`src/rtl/mb_pkg.sv`:
```
// Shared definitions for the PCI master burst engine: FSM encoding, bus command
// code and the core status (csr) bit positions that drive termination handling.
package mb_pkg;

  typedef enum logic [2:0] {
    ST_IDLE,
    ST_WAIT,
    ST_REQ,
    ST_XFER,
    ST_RTY,
    ST_DONE,
    ST_ERR
  } mb_state_e;

  // Upper three command bits; the low bit is the transfer direction.
  localparam logic [2:0] MB_CMD_CODE = 3'b011;

  localparam int CSR_FATAL_A = 39;
  localparam int CSR_FATAL_B = 38;
  localparam int CSR_RETRY   = 36;

  // Words that must be buffered before a write burst may be requested.
  function automatic logic [31:0] burst_need(input logic [31:0] remaining,
                                             input logic [31:0] depth);
    return (remaining > depth) ? depth : remaining;
  endfunction

endpackage

```
`src/rtl/mb_sync_fifo.sv`:
```
// Single-clock write-data FIFO (power-of-two depth) with occupancy count and
// a synchronous flush used to discard buffered data after a fatal termination.
module mb_sync_fifo #(
  parameter int DEPTH = 16
) (
  input  logic                   clk,
  input  logic                   rst_n,
  input  logic                   push,
  input  logic                   pop,
  input  logic                   flush,
  input  logic [31:0]            din,
  output logic [31:0]            dout,
  output logic [$clog2(DEPTH):0] count,
  output logic                   full,
  output logic                   empty
);
  localparam int AW = $clog2(DEPTH);
  localparam logic [AW:0] DEPTH_C = DEPTH[AW:0];

  logic [31:0]   mem_q [DEPTH];
  logic [AW-1:0] wr_ptr_q, wr_ptr_d;
  logic [AW-1:0] rd_ptr_q, rd_ptr_d;
  logic [AW:0]   count_q, count_d;
  logic          do_push, do_pop;

  assign full    = (count_q == DEPTH_C);
  assign empty   = (count_q == '0);
  assign count   = count_q;
  assign dout    = mem_q[rd_ptr_q];
  assign do_push = push && !full;
  assign do_pop  = pop && !empty;

  always_comb begin
    wr_ptr_d = wr_ptr_q + AW'(do_push);
    rd_ptr_d = rd_ptr_q + AW'(do_pop);
    count_d  = count_q;
    case ({do_push, do_pop})
      2'b10:   count_d = count_q + 1'b1;
      2'b01:   count_d = count_q - 1'b1;
      default: count_d = count_q;
    endcase
    if (flush) begin
      wr_ptr_d = '0;
      rd_ptr_d = '0;
      count_d  = '0;
    end
  end

  always_ff @(posedge clk or negedge rst_n) begin
    if (!rst_n) begin
      wr_ptr_q <= '0;
      rd_ptr_q <= '0;
      count_q  <= '0;
    end else begin
      wr_ptr_q <= wr_ptr_d;
      rd_ptr_q <= rd_ptr_d;
      count_q  <= count_d;
    end
  end

  // Storage carries no reset so it can map onto distributed RAM.
  always_ff @(posedge clk) begin
    if (do_push && !flush) mem_q[wr_ptr_q] <= din;
  end

endmodule

```
`src/rtl/master_burst_engine.sv`:
```
// Descriptor-driven PCI master burst engine. Optional build macro
// MB_RETRY_LIMIT_EN aborts a descriptor after 16 consecutive target retries.
module master_burst_engine
  import mb_pkg::*;
#(
  parameter int FIFO_DEPTH = 16,
  parameter int LEN_W      = 8
) (
  input  logic             CLK,
  input  logic             reset_n,
  input  logic             desc_valid,
  output logic             desc_ready,
  input  logic [29:0]      desc_addr,
  input  logic [LEN_W-1:0] desc_len,
  input  logic             desc_dir,
  input  logic [31:0]      wr_data,
  input  logic             wr_valid,
  output logic             wr_ready,
  output logic [31:0]      rd_data,
  output logic             rd_valid,
  output logic             done,
  output logic             err,
  input  logic [31:0]      adio_out,
  output logic [31:0]      adio_in,
  input  logic             m_data,
  input  logic             m_data_vld,
  input  logic             m_addr_n,
  input  logic             m_src_en,
  input  logic [39:0]      csr,
  output logic             request,
  output logic             requesthold,
  output logic             complete,
  output logic             m_ready,
  output logic             m_wrdn,
  output logic [3:0]       m_cbe
);
  localparam int CW = $clog2(FIFO_DEPTH) + 1;

  mb_state_e        state_q, state_d;
  logic [29:0]      addr_q, addr_d;
  logic [LEN_W-1:0] rem_q, rem_d;
  logic             dir_q, dir_d;
  logic             fatal_q, fatal_d;
  logic             retry_q, retry_d;
  logic             m_data_q;
  logic [31:0]      rd_data_q, rd_data_d;
  logic             rd_valid_q, rd_valid_d;
  logic             m_ready_q;

  logic             fifo_push, fifo_pop, fifo_flush, fifo_full, fifo_empty;
  logic [31:0]      fifo_head;
  logic [CW-1:0]    fifo_count;
  logic             xfer_end, burst_ready, retry_limit_hit;
  logic             unused_csr;

  assign unused_csr = ^{csr[37], csr[35:0]};

  mb_sync_fifo #(.DEPTH(FIFO_DEPTH)) u_fifo (
    .clk   (CLK),
    .rst_n (reset_n),
    .push  (fifo_push),
    .pop   (fifo_pop),
    .flush (fifo_flush),
    .din   (wr_data),
    .dout  (fifo_head),
    .count (fifo_count),
    .full  (fifo_full),
    .empty (fifo_empty)
  );

  assign wr_ready    = !fifo_full;
  assign fifo_push   = wr_valid && !fifo_full;
  assign xfer_end    = m_data_q && !m_data;
  assign burst_ready = !dir_q ||
                       (32'(fifo_count) >= burst_need(32'(rem_q), 32'(FIFO_DEPTH)));

`ifdef MB_RETRY_LIMIT_EN
  logic [3:0] rty_cnt_q, rty_cnt_d;

  assign retry_limit_hit = (rty_cnt_q == 4'hF);

  always_comb begin
    rty_cnt_d = rty_cnt_q;
    if (m_data_vld)
      rty_cnt_d = '0;
    else if (state_q == ST_XFER && xfer_end && !fatal_q && retry_q)
      rty_cnt_d = rty_cnt_q + 4'd1;
  end

  always_ff @(posedge CLK or negedge reset_n) begin
    if (!reset_n) rty_cnt_q <= '0;
    else          rty_cnt_q <= rty_cnt_d;
  end
`else
  assign retry_limit_hit = 1'b0;
`endif

  // m_ready_q doubles as "out of reset" so desc_ready stays low during reset.
  assign m_ready     = m_ready_q;
  assign desc_ready  = (state_q == ST_IDLE) && m_ready_q;
  assign m_wrdn      = dir_q;
  assign requesthold = 1'b0;
  assign rd_data     = rd_data_q;
  assign rd_valid    = rd_valid_q;
  assign m_cbe       = !m_addr_n ? {MB_CMD_CODE, dir_q} : 4'b0000;
  assign adio_in     = !m_addr_n            ? {addr_q, 2'b00} :
                       (m_src_en && dir_q)  ? fifo_head       : 32'h0;

  always_comb begin
    state_d    = state_q;
    addr_d     = addr_q;
    rem_d      = rem_q;
    dir_d      = dir_q;
    fatal_d    = fatal_q;
    retry_d    = retry_q;
    rd_data_d  = rd_data_q;
    rd_valid_d = 1'b0;
    request    = 1'b0;
    complete   = 1'b0;
    done       = 1'b0;
    err        = 1'b0;
    fifo_pop   = 1'b0;
    fifo_flush = 1'b0;

    // Termination status is collected over the data phase and consumed when m_data drops.
    if (!m_addr_n) begin
      fatal_d = 1'b0;
      retry_d = 1'b0;
    end else if (m_data) begin
      fatal_d = fatal_q | csr[CSR_FATAL_A] | csr[CSR_FATAL_B];
      retry_d = retry_q | csr[CSR_RETRY];
    end

    case (state_q)
      ST_IDLE: begin
        if (desc_valid && m_ready_q) begin
          addr_d  = desc_addr;
          rem_d   = desc_len;
          dir_d   = desc_dir;
          state_d = (desc_len == '0) ? ST_DONE : ST_WAIT;
        end
      end
      ST_WAIT: if (burst_ready) state_d = ST_REQ;
      ST_REQ: begin
        request = 1'b1;
        state_d = ST_XFER;
      end
      ST_XFER: begin
        complete = (rem_q <= LEN_W'(1));
        if (m_data_vld) begin
          addr_d = addr_q + 30'd1;
          rem_d  = rem_q - LEN_W'(1);
          if (dir_q) begin
            fifo_pop = !fifo_empty;
          end else begin
            rd_valid_d = 1'b1;
            rd_data_d  = adio_out;
          end
        end
        if (xfer_end) begin
          if (fatal_q)              state_d = ST_ERR;
          else if (retry_q)         state_d = retry_limit_hit ? ST_ERR : ST_RTY;
          else if (rem_q == '0)     state_d = ST_DONE;
          else                      state_d = ST_REQ;
        end
      end
      ST_RTY:  state_d = ST_WAIT;
      ST_DONE: begin
        done    = 1'b1;
        state_d = ST_IDLE;
      end
      ST_ERR: begin
        err        = 1'b1;
        fifo_flush = 1'b1;
        state_d    = ST_IDLE;
      end
      default: state_d = ST_IDLE;
    endcase
  end

  always_ff @(posedge CLK or negedge reset_n) begin
    if (!reset_n) begin
      state_q    <= ST_IDLE;
      addr_q     <= '0;
      rem_q      <= '0;
      dir_q      <= 1'b0;
      fatal_q    <= 1'b0;
      retry_q    <= 1'b0;
      m_data_q   <= 1'b0;
      rd_data_q  <= '0;
      rd_valid_q <= 1'b0;
      m_ready_q  <= 1'b0;
    end else begin
      state_q    <= state_d;
      addr_q     <= addr_d;
      rem_q      <= rem_d;
      dir_q      <= dir_d;
      fatal_q    <= fatal_d;
      retry_q    <= retry_d;
      m_data_q   <= m_data;
      rd_data_q  <= rd_data_d;
      rd_valid_q <= rd_valid_d;
      m_ready_q  <= 1'b1;
    end
  end

endmodule

```
`config.mk`:
```
export PLATFORM = sky130hd
export DESIGN_NAME = master_burst_engine
export DESIGN_NICKNAME = d
export VERILOG_FILES = /design/src/rtl/mb_pkg.sv /design/src/rtl/mb_sync_fifo.sv /design/src/rtl/master_burst_engine.sv
export SDC_FILE = /design/constraint.sdc
export NUM_CORES = 1
export LEC_CHECK = 0
export ABC_AREA = 0
export CAP_MARGIN = 20
export CORE_MARGIN = 8
export CORE_UTILIZATION = 30
export CTS_CLUSTER_SIZE = 12
export DETAILED_ROUTE_END_ITERATION = 7
export GPL_ROUTABILITY_DRIVEN = 1
export HOLD_SLACK_MARGIN = 0.15
export PLACE_DENSITY = 0.52
export REMOVE_ABC_BUFFERS = 1
export SLEW_MARGIN = 25
export SYNTH_ARGS = -nofsm -noshare
export SYNTH_HDL_FRONTEND = slang
export SYNTH_SLANG_ARGS = --single-unit
```
`constraint.sdc`:
```
create_clock -name CLK -period 5.3 [get_ports CLK]
set_clock_uncertainty 0.2 [all_clocks]
set_input_delay 1.325 -clock CLK [delete_from_list [all_inputs] [get_ports CLK]]
set_output_delay 1.325 -clock CLK [all_outputs]
set_load 0.02 [all_outputs]
```
After elaboration in Yosys (flattened, before gate mapping) --
Memories as Yosys holds them, arrays and structs flattened. Index checks and enable logic that the tools add are counted.
Storage, ports and cells: bits in registers 92, output and inout bits 78, memory bits (writable) 512, word-level logic and storage cells 103, input port bits 151, memories kept 1
Memory list:
- u_fifo.mem_q | depth 16, bits a word 32, read ports 1, clocked after memory_dff 0, wr ports 1, line mb_sync_fifo.sv:20 | logic [31:0] mem_q [DEPTH];
Operators by class: magnitude comparators 3, equal/unequal tests 14, add/sub/neg operators 6, mux-type cells 38, bitwise gates (word level) 4, reduce and logical (&&, ||, !) cells 24
Operator list (number):
- 32-bit 2-to-1 mux | 2
- 30-bit 2-to-1 mux | 2
- 30-bit one-hot mux with 2 select lines | 1
- 30-bit by 1-bit adder with 30-bit output (second input constant) | 1
- 3-bit 2-to-1 mux | 8
- 8-bit 2-to-1 mux | 3
- 8-bit zero test | 2
- 1-bit 2-to-1 mux | 16
- 8-bit one-hot mux with 2 select lines | 1
- 3-bit one-hot mux with 5 select lines | 1
- 5-bit one-hot mux with 2 select lines | 1
- 3-bit == test (second input constant) | 3
- 3-bit AND reduction | 3
- 4-bit by 1-bit adder with 4-bit output | 2
- 5-bit by 8-bit greater-or-equal comparator with 1-bit output | 1
- 8-bit by 5-bit > comparator with 1-bit output (second input constant) | 1
- 8-bit by 1-bit less-or-equal comparator with 1-bit output (second input constant) | 1
- 1-bit logical AND | 8
- 4-bit 2-to-1 mux | 2
- 2-bit inequality test (second input constant) | 4
- 8-bit by 1-bit subtractor with 8-bit output (second input constant) | 1
- 3-bit by 2-bit == test with 1-bit output (second input constant) | 2
- 5-bit by 1-bit adder with 5-bit output (second input constant) | 1
- 5-bit == test (second input constant) | 1
- 15 further kinds | 21

Longest topological paths before layout --
Gate-level depths: netlist of the first run.
depth in word-level cells 9, depth in mapped cells 12, mapped depth without buffers 11

Hierarchy --
From an unflattened synthesis of the first run, not the netlist that was laid out.
Unflattened totals: cell total of the unflattened synthesis 1304, area total of the unflattened synthesis 24607.4 sq um
By module, submodules not included:
- mb_sync_fifo | sequential area each 15700.1 sq um, area an instance 20046.7 sq um, times used 1, cells an instance 812
- master_burst_engine | sequential area each 1976.9 sq um, area an instance 4560.6 sq um, times used 1, cells an instance 492

Worst setup path before layout of the first run --
OpenSTA, ideal clock, no wires.
kind input-to-reg, start in wr_valid, end mem u_fifo.mem_q[1][0], enable pin, data arrival time 4.322 ns, path buffers 0, stages 3, setup time 0.461 ns, data required time 4.639 ns, path slack 0.317 ns, cell sequence o21ai_4 > or4b_2 > nor3_1
Between the ends: longest elaborated chain between the ends 5
RTL lines:
- start, declared | line master_burst_engine.sv:17 | input logic wr_valid,
- 1-bit logical AND | line master_burst_engine.sv:72 | assign fifo_push = wr_valid && !fifo_full;
- 1-bit logical AND | line mb_sync_fifo.sv:30 | assign do_push = push && !full;
- 1-bit logical AND | line mb_sync_fifo.sv:63 | if (do_push && !flush) mem_q[wr_ptr_q] <= din;
- 1-bit 2-to-1 mux | line mb_sync_fifo.sv:63
- 1-bit 2-to-1 mux (implied by the code) | line mb_sync_fifo.sv:63
- end, declared | line mb_sync_fifo.sv:20
No other way between the ends.

Worst setup path after layout of the first run --
start in m_addr_n, end out adio_in[28]
Between the ends: longest elaborated chain between the ends 1
RTL lines:
- start, declared | line master_burst_engine.sv:27 | input logic m_addr_n,
- 32-bit 2-to-1 mux | line master_burst_engine.sv:106 | assign adio_in = !m_addr_n ? {addr_q, 2'b00} :
- end, declared | line master_burst_engine.sv:24 | output logic [31:0] adio_in,
No other way between the ends.

==> results of run 1 <==
[worst max-delay path, stage by stage]
cell,delay (ps)
clkdlybuf4s50_1,480
nand3_1,90
buf_4,220
nor2_2,180
and2_1,200
buf_12,160
a22oi_1,90
nand2_1,90
clkdlybuf4s50_1,610
[stage by stage]
step / util / setup WS, ps / total power [µW]
after floorplan: - / -2480 / 9450
after detailed placement: 0.344 / 251 / 11100
after CTS: 0.369 / 194 / 15500
after global placement: 0.344 / 252 / 11100
after global routing: 0.369 / 99.0 / 16100
final: 0.370 / 282 / 15300
[flip-flops by register name (all words and copies together), names as in the netlist]
register / flops
rd_data: 32
retry_q: 1
rem_q: 8
u_fifo.count: 5
fatal_q: 1
u_fifo.mem_q: 512
rd_valid: 1
m_wrdn: 1
m_ready: 1
u_fifo.rd_ptr_q: 4
u_fifo.wr_ptr_q: 4
addr_q: 30
state_q: 3
m_data_q: 1
[layout make-up]
type	count	area share
antenna	4	0.000332
multi-input combinational	660	0.220
tap	1070	0.0444
sequential	604	0.587
timing repair buffer	249	0.0805
inverter	14	0.00174
clock buffer	87	0.0588
clock inverter	30	0.00797
[power by group through the flow]
stage | Sequential (µW) | Clock (µW) | Combinational (µW)
after detailed placement | 6630 | 0 | 4520
after global routing | 6620 | 4630 | 4850
after floorplan | 6770 | 0 | 2680
after CTS | 6530 | 4460 | 4540
final | 6530 | 4330 | 4480
after global placement | 6590 | 0 | 4470
[layout by cell type, fill, tap and decap left out, types with 4 or more instances in the layout]
master and n:
o211ai_1 4, o22ai_1 10, nor4_1 6, buf_12 8
clkdlybuf4s50_1 175, nor2b_1 10, dfrtp_1 89, nor2_4 12
buf_4 65, inv_1 12, nor3_1 12, nor2_1 50
a2bb2oi_1 6, a21oi_1 53, clkbuf_1 19, ha_1 16
nand4_1 8, nand2b_1 6, a31oi_1 7, edfxtp_1 512
diode_2 4, o22a_1 8, and3_1 7, clkinv_2 11
o21ai_0 20, mux2_2 62, a22oi_1 60, nor3_2 7
xnor2_1 6, nand2_1 75, and2_1 7, clkinv_1 11
clkbuf_16 68, mux4_2 130, nand3_1 28
[cells in the mapped netlist, drive strengths merged, types with 7 or more instances]
cell type,count,share of area
nor3,19,0.0041
mux2,62,0.028
inv,14,0.0021
clkbuf,39,0.0060
nand3,28,0.0057
buf,36,0.0078
nor2,64,0.0099
a22oi,60,0.018
nand4,8,0.0020
and3,7,0.0018
dfrtp,92,0.094
edfxtp,512,0.63
nor2b,10,0.0025
a21oi,53,0.011
o21ai,21,0.0047
o22a,8,0.0029
a31oi,7,0.0018
mux4,130,0.12
xnor2,7,0.0033
ha,16,0.0082
and2,7,0.0018
nand2,75,0.011
o22ai,10,0.0025
nor4,10,0.0039
[kinds of logic after synthesis]
kind of cell	synth area share
AO/OA/AOI/OAI	0.0546
AND/OR/NAND/NOR	0.0485
adder cells (fa/ha/maj)	0.00897
other	0.000306
multiplexers	0.148
flip-flops	0.720
buffers and inverters	0.0159
XOR/XNOR	0.00362
[per-layer routing]
metal  vias to the layer above  global-route usage  routed length, µm
li1                       5982                   -                  -
met1                      7166               0.202              30300
met2                       509               0.225              30300
met3                       108              0.0427               5310
met4                         8              0.0378               1440
met5                         -                   0                 54
[final timing paths]
kind / startpoint / endpoint / slack, ps
max reg2reg: state_q[0]$_DFFE_PN0P_ / u_fifo.count[4]$_DFFE_PN0P_ / 1760
min reg2reg: rd_data[15]$_DFFE_PN0P_ / rd_data[15]$_DFFE_PN0P_ / 300
max in group asynchronous: reset_n / u_fifo.rd_ptr_q[1]$_DFF_PN0_ / 3200
max: m_addr_n / adio_in[28] / 280
min: rd_data[15]$_DFFE_PN0P_ / rd_data[15]$_DFFE_PN0P_ / 300
min in group asynchronous: reset_n / u_fifo.wr_ptr_q[0]$_DFF_PN0_ / 650
==> results.txt, run 1 <==
CP startpoint kind = input port
Slew margin rel. = 0.350
Final Wtd Congestion = 0.824
Layout cells sized above 1 = 0.240
Chip height = 302 µm
Hold-critical path depth = 1
Min Hold Slack = 303 ps
Comb power frac = 0.292
Post-synth ARST share = 0.152
Fin crit share = 0.947
Final Hold Fails = 0
H-Tree Depth = 3
Overflow after GRT = 0
Hold Path Class = flop to flop
Setup CP Type = input port to output pin
P_int = 10500 µW
Final setup viols = 0
Status = finished clean
Max_cap viols = 0
Worst Setup End Kind = output pin
Sequential power share = 0.426
Sequential fraction of the synthesis area = 0.720
Syn Inst Count = 1352
Synthesized area = 0.0246 mm²
Switching power total = 4860 µW
Final #Nets = 1765
CTS sink cnt = 604
CTS tree = built
Reg area = 0.0177 mm²
Global-route wire length before repair = 98300 µm
Worst slew pin tran = 967 ps
Area Overhead vs Synth = 22.8%
Max VDD drop = 0.200 mV
Fillcell total = 7531
Setup TNS = 0 ps
Number of hold buffers added after cts = 0
Non-Filler Instances = 2718
Row cnt = 105
Initial Utilization = 0.301
Routed Antenna Nets = 0
Clk pwr share = 0.282
DR DRC count = 0
Clock transition at path regs = 50 ps
Fmax = 0.199 GHz
Multi-input gate area = 0.00662 mm²
Total Routed Length = 67400 µm
Initial antenna violation count = 10
RSZ-0062 raised after global routing = no
First-pass iteration count of the detailed router = 7
FF+latch count, synth = 604
Average size of a mapped cell = 18.2 µm²
Critical Path RT = 3770 ps
Dpl cells = 2596
Yosys cell types = 68
Post-route cell area = 0.0302 mm²
IO Count = 229
# Post-CTS Setup Buffers = 0
Wire per inst = 24.8 µm
Final Max Tran Viols = 0
R2r worst-path depth = 12
HPWL Detailed = 41200 µm
Final Critical Period = 5020 ps
CTS root buf = clkbuf_16
GRT Resource Usage Total = 0.146
CP arrival = 3490 ps
Pin count of the biggest net entering global routing = 75
CTS max path bufs = 3
Placed instance area = 0.0281 mm²
Switching Share = 0.317
Core ar. = 0.0816 mm²
Crit path max fanout = 13
Post-CTS Resized = 0
DR vias = 13800
Vias in the first global route = 14200
EDFF count, synth = 512
Lkg Pwr = 0.00986 µW
Yosys warns = 0
CTS buffer count = 68
DIE AREA = 0.0913 mm²
Iteration-0 DRC Markers = 1116
Vias per cell = 5.07
Clock Latency Late Sink = 600 ps
IO Port Bufs = 189
Power Density = 509 mW/mm²
Die width = 302 µm
Ys flop type = edfxtp_1
Power figures use the tool's default switching activity.
==> run 2, diff against run 1 <==
- CORE_UTILIZATION: 30 -> 40
- CTS_CLUSTER_SIZE: 12 -> unset
- PLACE_DENSITY: 0.52 -> 0.64
==> results.txt, run 2 (same netlist as run 1, synthesis figures left out) <==
Final Hold Fails = 0 (unchanged)
Largest delay share family, worst path = buffers and inverters
CTS root buf = clkbuf_16
Lkg Pwr = 0.00981 µW (-0.47%)
Switching power total = 4740 µW (-2.5%)
Reg2reg start = state_q[2]$_DFFE_PN0P_
GRT Resource Usage Total = 0.174 (+0.0278)
DR DRC count = 0 (unchanged)
Setup TNS = 0 ps (unchanged)
Core ar. = 0.0613 mm² (-25%)
Final setup viols = 0 (unchanged)
R2r worst-path depth = 12 (unchanged)
Final Max Tran Viols = 0 (unchanged)
CP max-delay cell = clkdlybuf4s50_1
Post-route cell area = 0.0298 mm² (-1.3%)
CTS max path bufs = 3 (unchanged)
Initial Utilization = 0.401 (+0.0999)
Switching Share = 0.313 (-0.00403)
Layout Utilization = 0.486 (+0.116)
Crit path cell chain = clkdlybuf4s50_1, nand3_1, buf_4, nor2_1, and2_1, buf_4, a22oi_1, nand2_1, clkdlybuf4s50_1
Max_cap viols = 0 (unchanged)
Slew margin rel. = 0.293 (-0.0573)
DR vias = 13800 (+0.48%)
Fmax = 0.194 GHz (-2.5%)
Chip height = 264 µm (-13%)
Overflow after GRT = 0 (unchanged)
Clk pwr share = 0.277 (-0.005)
Wire per inst = 25.6 µm (+3.1%)
First-pass iteration count of the detailed router = 6 (-1)
Max VDD drop = 0.275 mV (+37%)
Final Critical Period = 5140 ps (+126 ps)
Critical Path RT = 3770 ps (about the same)
Status = finished clean
Clock transition at path regs = 60 ps (about the same)
Die width = 264 µm (-13%)
Initial antenna violation count = 5 (-5)
Placed instance area = 0.0278 mm² (-1.1%)
HPWL Detailed = 38300 µm (-6.9%)
Largest register FFs = 512 (unchanged)
Fillcell total = 5027 (-33%)
Reg area = 0.0177 mm² (about the same)
Vias per cell = 5.70 (+12%)
Power Density = 509 mW/mm² (about the same)
CTS buffer count = 60 (-12%)
Vias in the first global route = 13900 (-2.4%)
Setup CP Type = input port to output pin
Commonest non-fill, non-tap cell in the layout = edfxtp_1
# Post-CTS Setup Buffers = 0 (unchanged)
IO Port Bufs = 189 (unchanged)
Multi-input gate area = 0.00662 mm² (about the same)
Sequential power share = 0.430 (+0.004)
Worst Setup End Kind = output pin
Crit path max fanout = 11 (-2)
Comb power frac = 0.293 (about the same)
Largest reg by FF count = u_fifo.mem_q
Row cnt = 91 (-13%)
DIE AREA = 0.0696 mm² (-24%)
CTS sink cnt = 604 (unchanged)
Final Wtd Congestion = 0.853 (+3.4%)
Number of hold buffers added after cts = 0 (unchanged)
Hold-critical path depth = 1 (unchanged)
Worst slew pin tran = 1050 ps (+84.4 ps)
R2R Setup Slk = 1840 ps (+80 ps)
Final #Nets = 1755 (-0.57%)
Start point of the critical path = m_addr_n
P_int = 10400 µW (-0.62%)
IO Count = 229 (unchanged)
Clock Latency Late Sink = 630 ps (+30 ps)
Most frequent cells in the layout = edfxtp_1 (512), clkdlybuf4s50_1 (184), mux4_2 (130)
CP startpoint kind = input port
Layout cells sized above 1 = 0.236 (-0.00400)
Final worst setup slack = 156 ps (-126 ps)
Area Overhead vs Synth = 21.2%
Iteration-0 DRC Markers = 1325 (+19%)
Routed Antenna Nets = 0 (unchanged)
Worst slack, placed = 168 ps (-82.2 ps)
Slowest stage delay, CP = 660 ps (+50 ps)
CTS tree = built
Global-route wire length before repair = 91600 µm (-6.8%)
Post-CTS Resized = 0 (unchanged)
Fin crit share = 0.971 (+0.0239)
CP endpoint = adio_in[29]
CP arrival = 3620 ps (+130 ps)
Crit path buffers/inverters = 4 (unchanged)
Pin count of the biggest net entering global routing = 75 (unchanged)
H-Tree Depth = 2 (-1)
RSZ-0062 raised after global routing = no
Total Routed Length = 62100 µm (-7.9%)
Crit. path cell count = 9 (unchanged)
Reg2Reg Capture Point = u_fifo.count[4]$_DFFE_PN0P_
Hold Path Class = flop to flop
-- run 2: changes by cell type in the layout (fill, tap and decap cells not counted), sizes merged --
cell           before  now
clkbuf             87   76
inv                17   15
diode               4    1
clkinvlp            1    4
buf                74   63
bufinv              2    5
clkinv             24   27
clkdlybuf4s50     175  184
-- run 2: layout make-up --
class | count | area share
diodes | 1 | 0.0000841
repair buffers | 247 | 0.0824
inverters | 14 | 0.00177
multi-input cells | 660 | 0.222
clock buffers | 76 | 0.0538
well taps | 790 | 0.0332
flip-flops and latches | 604 | 0.594
clock inverters | 37 | 0.0123
-- run 2: how the worst min path moves through the flow --
stage | startpoint | endpoint | slack [ps]
after floorplan | addr_q[19]$_DFFE_PN0P_ | addr_q[19]$_DFFE_PN0P_ | 280
after CTS | rd_data[28]$_DFFE_PN0P_ | rd_data[28]$_DFFE_PN0P_ | 310
after global placement | rd_data[14]$_DFFE_PN0P_ | rd_data[14]$_DFFE_PN0P_ | 290
final | rd_data[28]$_DFFE_PN0P_ | rd_data[28]$_DFFE_PN0P_ | 310
after detailed placement | rd_data[28]$_DFFE_PN0P_ | rd_data[28]$_DFFE_PN0P_ | 290
after global routing | rd_data[29]$_DFFE_PN0P_ | rd_data[29]$_DFFE_PN0P_ | 320
-- run 2: routing by layer --
layer | vias to the layer above | global-route usage | wire length, µm
met5 | - | 0 | 44
met2 | 611 | 0.267 | 28200
li1 | 5951 | - | -
met4 | 8 | 0.0407 | 1200
met1 | 7176 | 0.250 | 27200
met3 | 93 | 0.0423 | 5480
-- run 2: stage by stage --
stage	hold WS [ps]	instances	total power, µW
2_1_floorplan	284	1278	9450
3_3_place_gp	288	2315	11000
3_5_place_dp	295	2315	11100
4_1_cts	309	2428	15300
5_1_grt	323	2428	15900
6_report	305	2429	15200
-- run 2: power by group through the flow --
stage / Sequential (µW) / Clock, µW / Combinational, µW
after floorplan: 6770 / 0 / 2680
after global placement: 6570 / 0 / 4400
after detailed placement: 6610 / 0 / 4470
after CTS: 6520 / 4300 / 4490
after global routing: 6590 / 4470 / 4790
final: 6510 / 4200 / 4440
==> run 3, diff against run 2 <==
- CORE_UTILIZATION: 40 -> 50
- PLACE_DENSITY: 0.64 -> 0.76
==> results.txt, run 3 (same netlist as run 1, synthesis figures left out) <==
Slew margin rel. = 0.376 (+0.0832)
R2R Setup Slk = 1800 ps (-40 ps)
Final Critical Period = 5210 ps (+66.2 ps)
Total power = 15600 µW (+2.8%)
Chip height = 238 µm (-9.9%)
Final Hold Fails = 0 (unchanged)
CP endpoint = adio_in[8]
CTS buffer count = 59 (-1.7%)
Layout cells sized above 1 = 0.243 (+0.00657)
Number of hold buffers added after cts = 0 (unchanged)
Overflow after GRT = 0 (unchanged)
Iteration-0 DRC Markers = 1527 (+15%)
DIE AREA = 0.0565 mm² (-19%)
Reg2Reg Capture Point = u_fifo.count[4]$_DFFE_PN0P_
Final Max Tran Viols = 0 (unchanged)
Setup CP Type = input port to output pin
CP startpoint kind = input port
Routed Antenna Nets = 0 (unchanged)
Diode count = 0 (-1)
Global-route wire length before repair = 93600 µm (+2.1%)
Most frequent cells in the layout = edfxtp_1 (512), clkdlybuf4s50_1 (186), mux4_2 (130)
RSZ-0062 raised after global routing = no
Hold Path Class = flop to flop
R2r worst-path depth = 12 (unchanged)
Lkg Pwr = 0.00993 µW (+1.2%)
Final setup viols = 0 (unchanged)
Area Overhead vs Synth = 21.6%
Layout Utilization = 0.613 (+0.127)
Fin crit share = 0.983 (+0.0125)
Worst slew pin tran = 913 ps (-139 ps)
Post-CTS Resized = 1 (+1)
Final worst setup slack = 89.8 ps (-66.2 ps)
Fillcell total = 3384 (-33%)
GRT Resource Usage Total = 0.222 (+0.0481)
Vias per cell = 6.14 (+7.7%)
Worst Setup End Kind = output pin
Wire per inst = 27.5 µm (+7.8%)
Die width = 238 µm (-9.9%)
Crit path max fanout = 9 (-2)
Commonest non-fill, non-tap cell in the layout = edfxtp_1
Vias in the first global route = 14400 (+3.5%)
Row cnt = 81 (-11%)
Core ar. = 0.0487 mm² (-20%)
Clock Latency Late Sink = 640 ps (about the same)
Placed instance area = 0.0277 mm² (-0.34%)
Max VDD drop = 0.323 mV (+18%)
Status = finished clean
Critical Path RT = 3770 ps (about the same)
H-Tree Depth = 2 (unchanged)
Worst slack, placed = -47.5 ps (-216 ps)
Final #Nets = 1756 (+0.057%)
Fmax = 0.192 GHz (-1.3%)
IO Count = 229 (unchanged)
CTS sink cnt = 604 (unchanged)
Post-route cell area = 0.0299 mm² (+0.33%)
Start point of the critical path = m_addr_n
CP arrival = 3690 ps (+70 ps)
Clock transition at path regs = 60 ps (about the same)
Pin count of the biggest net entering global routing = 75 (unchanged)
First-pass iteration count of the detailed router = 6 (unchanged)
Initial Utilization = 0.504 (+0.103)
# Post-CTS Setup Buffers = 0 (unchanged)
Total Routed Length = 63400 µm (+2.2%)
Power Density = 522 mW/mm² (+2.4%)
Final Wtd Congestion = 0.892 (+4.6%)
Largest register FFs = 512 (unchanged)
Max_cap viols = 0 (unchanged)
Initial antenna violation count = 2 (-3)
HPWL Detailed = 38100 µm (-0.72%)
CTS max path bufs = 3 (unchanged)
CTS root buf = clkbuf_16
DR vias = 14100 (+2.1%)
IO Port Bufs = 189 (unchanged)
Reg2reg start = state_q[2]$_DFFE_PN0P_
DR DRC count = 0 (unchanged)
CTS tree = built
Largest reg by FF count = u_fifo.mem_q
run 3: final cells by class:
type / count / area, µm² / area share
clock inverter: 35 / 504 / 0.0169
clock buffer: 77 / 1640 / 0.0550
multi-input combinational: 660 / 6620 / 0.222
sequential: 604 / 17700 / 0.592
tap: 664 / 831 / 0.0278
timing repair buffer: 249 / 2530 / 0.0847
inverter: 14 / 52.6 / 0.00176
run 3: how the worst min path moves through the flow:
stage	start	endpoint	slack, ps	cells past startpoint
after global routing	rd_data[27]$_DFFE_PN0P_	rd_data[27]$_DFFE_PN0P_	320	1
after detailed placement	rd_data[26]$_DFFE_PN0P_	rd_data[26]$_DFFE_PN0P_	290	1
after floorplan	addr_q[19]$_DFFE_PN0P_	addr_q[19]$_DFFE_PN0P_	280	1
after CTS	rd_data[26]$_DFFE_PN0P_	rd_data[26]$_DFFE_PN0P_	310	1
final	rd_data[9]$_DFFE_PN0P_	rd_data[9]$_DFFE_PN0P_	300	1
after global placement	rd_data[28]$_DFFE_PN0P_	rd_data[28]$_DFFE_PN0P_	290	1
run 3: per-layer routing:
layer  up-vias  global-route usage  routed length (µm)
met5         -                   0                  10
met3       128              0.0501                6800
li1       5951                   -                   -
met4         2              0.0674                1720
met1      7202               0.306               25100
met2       848               0.353               29800
run 3: per-stage QoR:
step                      instances  hold slack, ps  setup TNS, ps
final                          2303             305              0
after global routing           2303             322              0
after CTS                      2302             308              0
after detailed placement       2190             294           -165
after global placement         2190             289           -174
after floorplan                1278             284         -80390
run 3: worst max-delay path, cell delays in order:
cell and delay (ps):
clkdlybuf4s50_1 490, nand3_2 240, nor2_1 250, and2_1 270
buf_4 250, a22oi_1 120, nand2_1 90, clkdlybuf4s50_1 630
run 3: report_power, final:
group          internal (µW)  switching (µW)  leakage (µW)  total [µW]
clock                   2730            1820       0.00105        4550
combinational           2140            2350       0.00318        4490
sequential              5900             637       0.00570        6540
total                  10800            4810       0.00993       15600
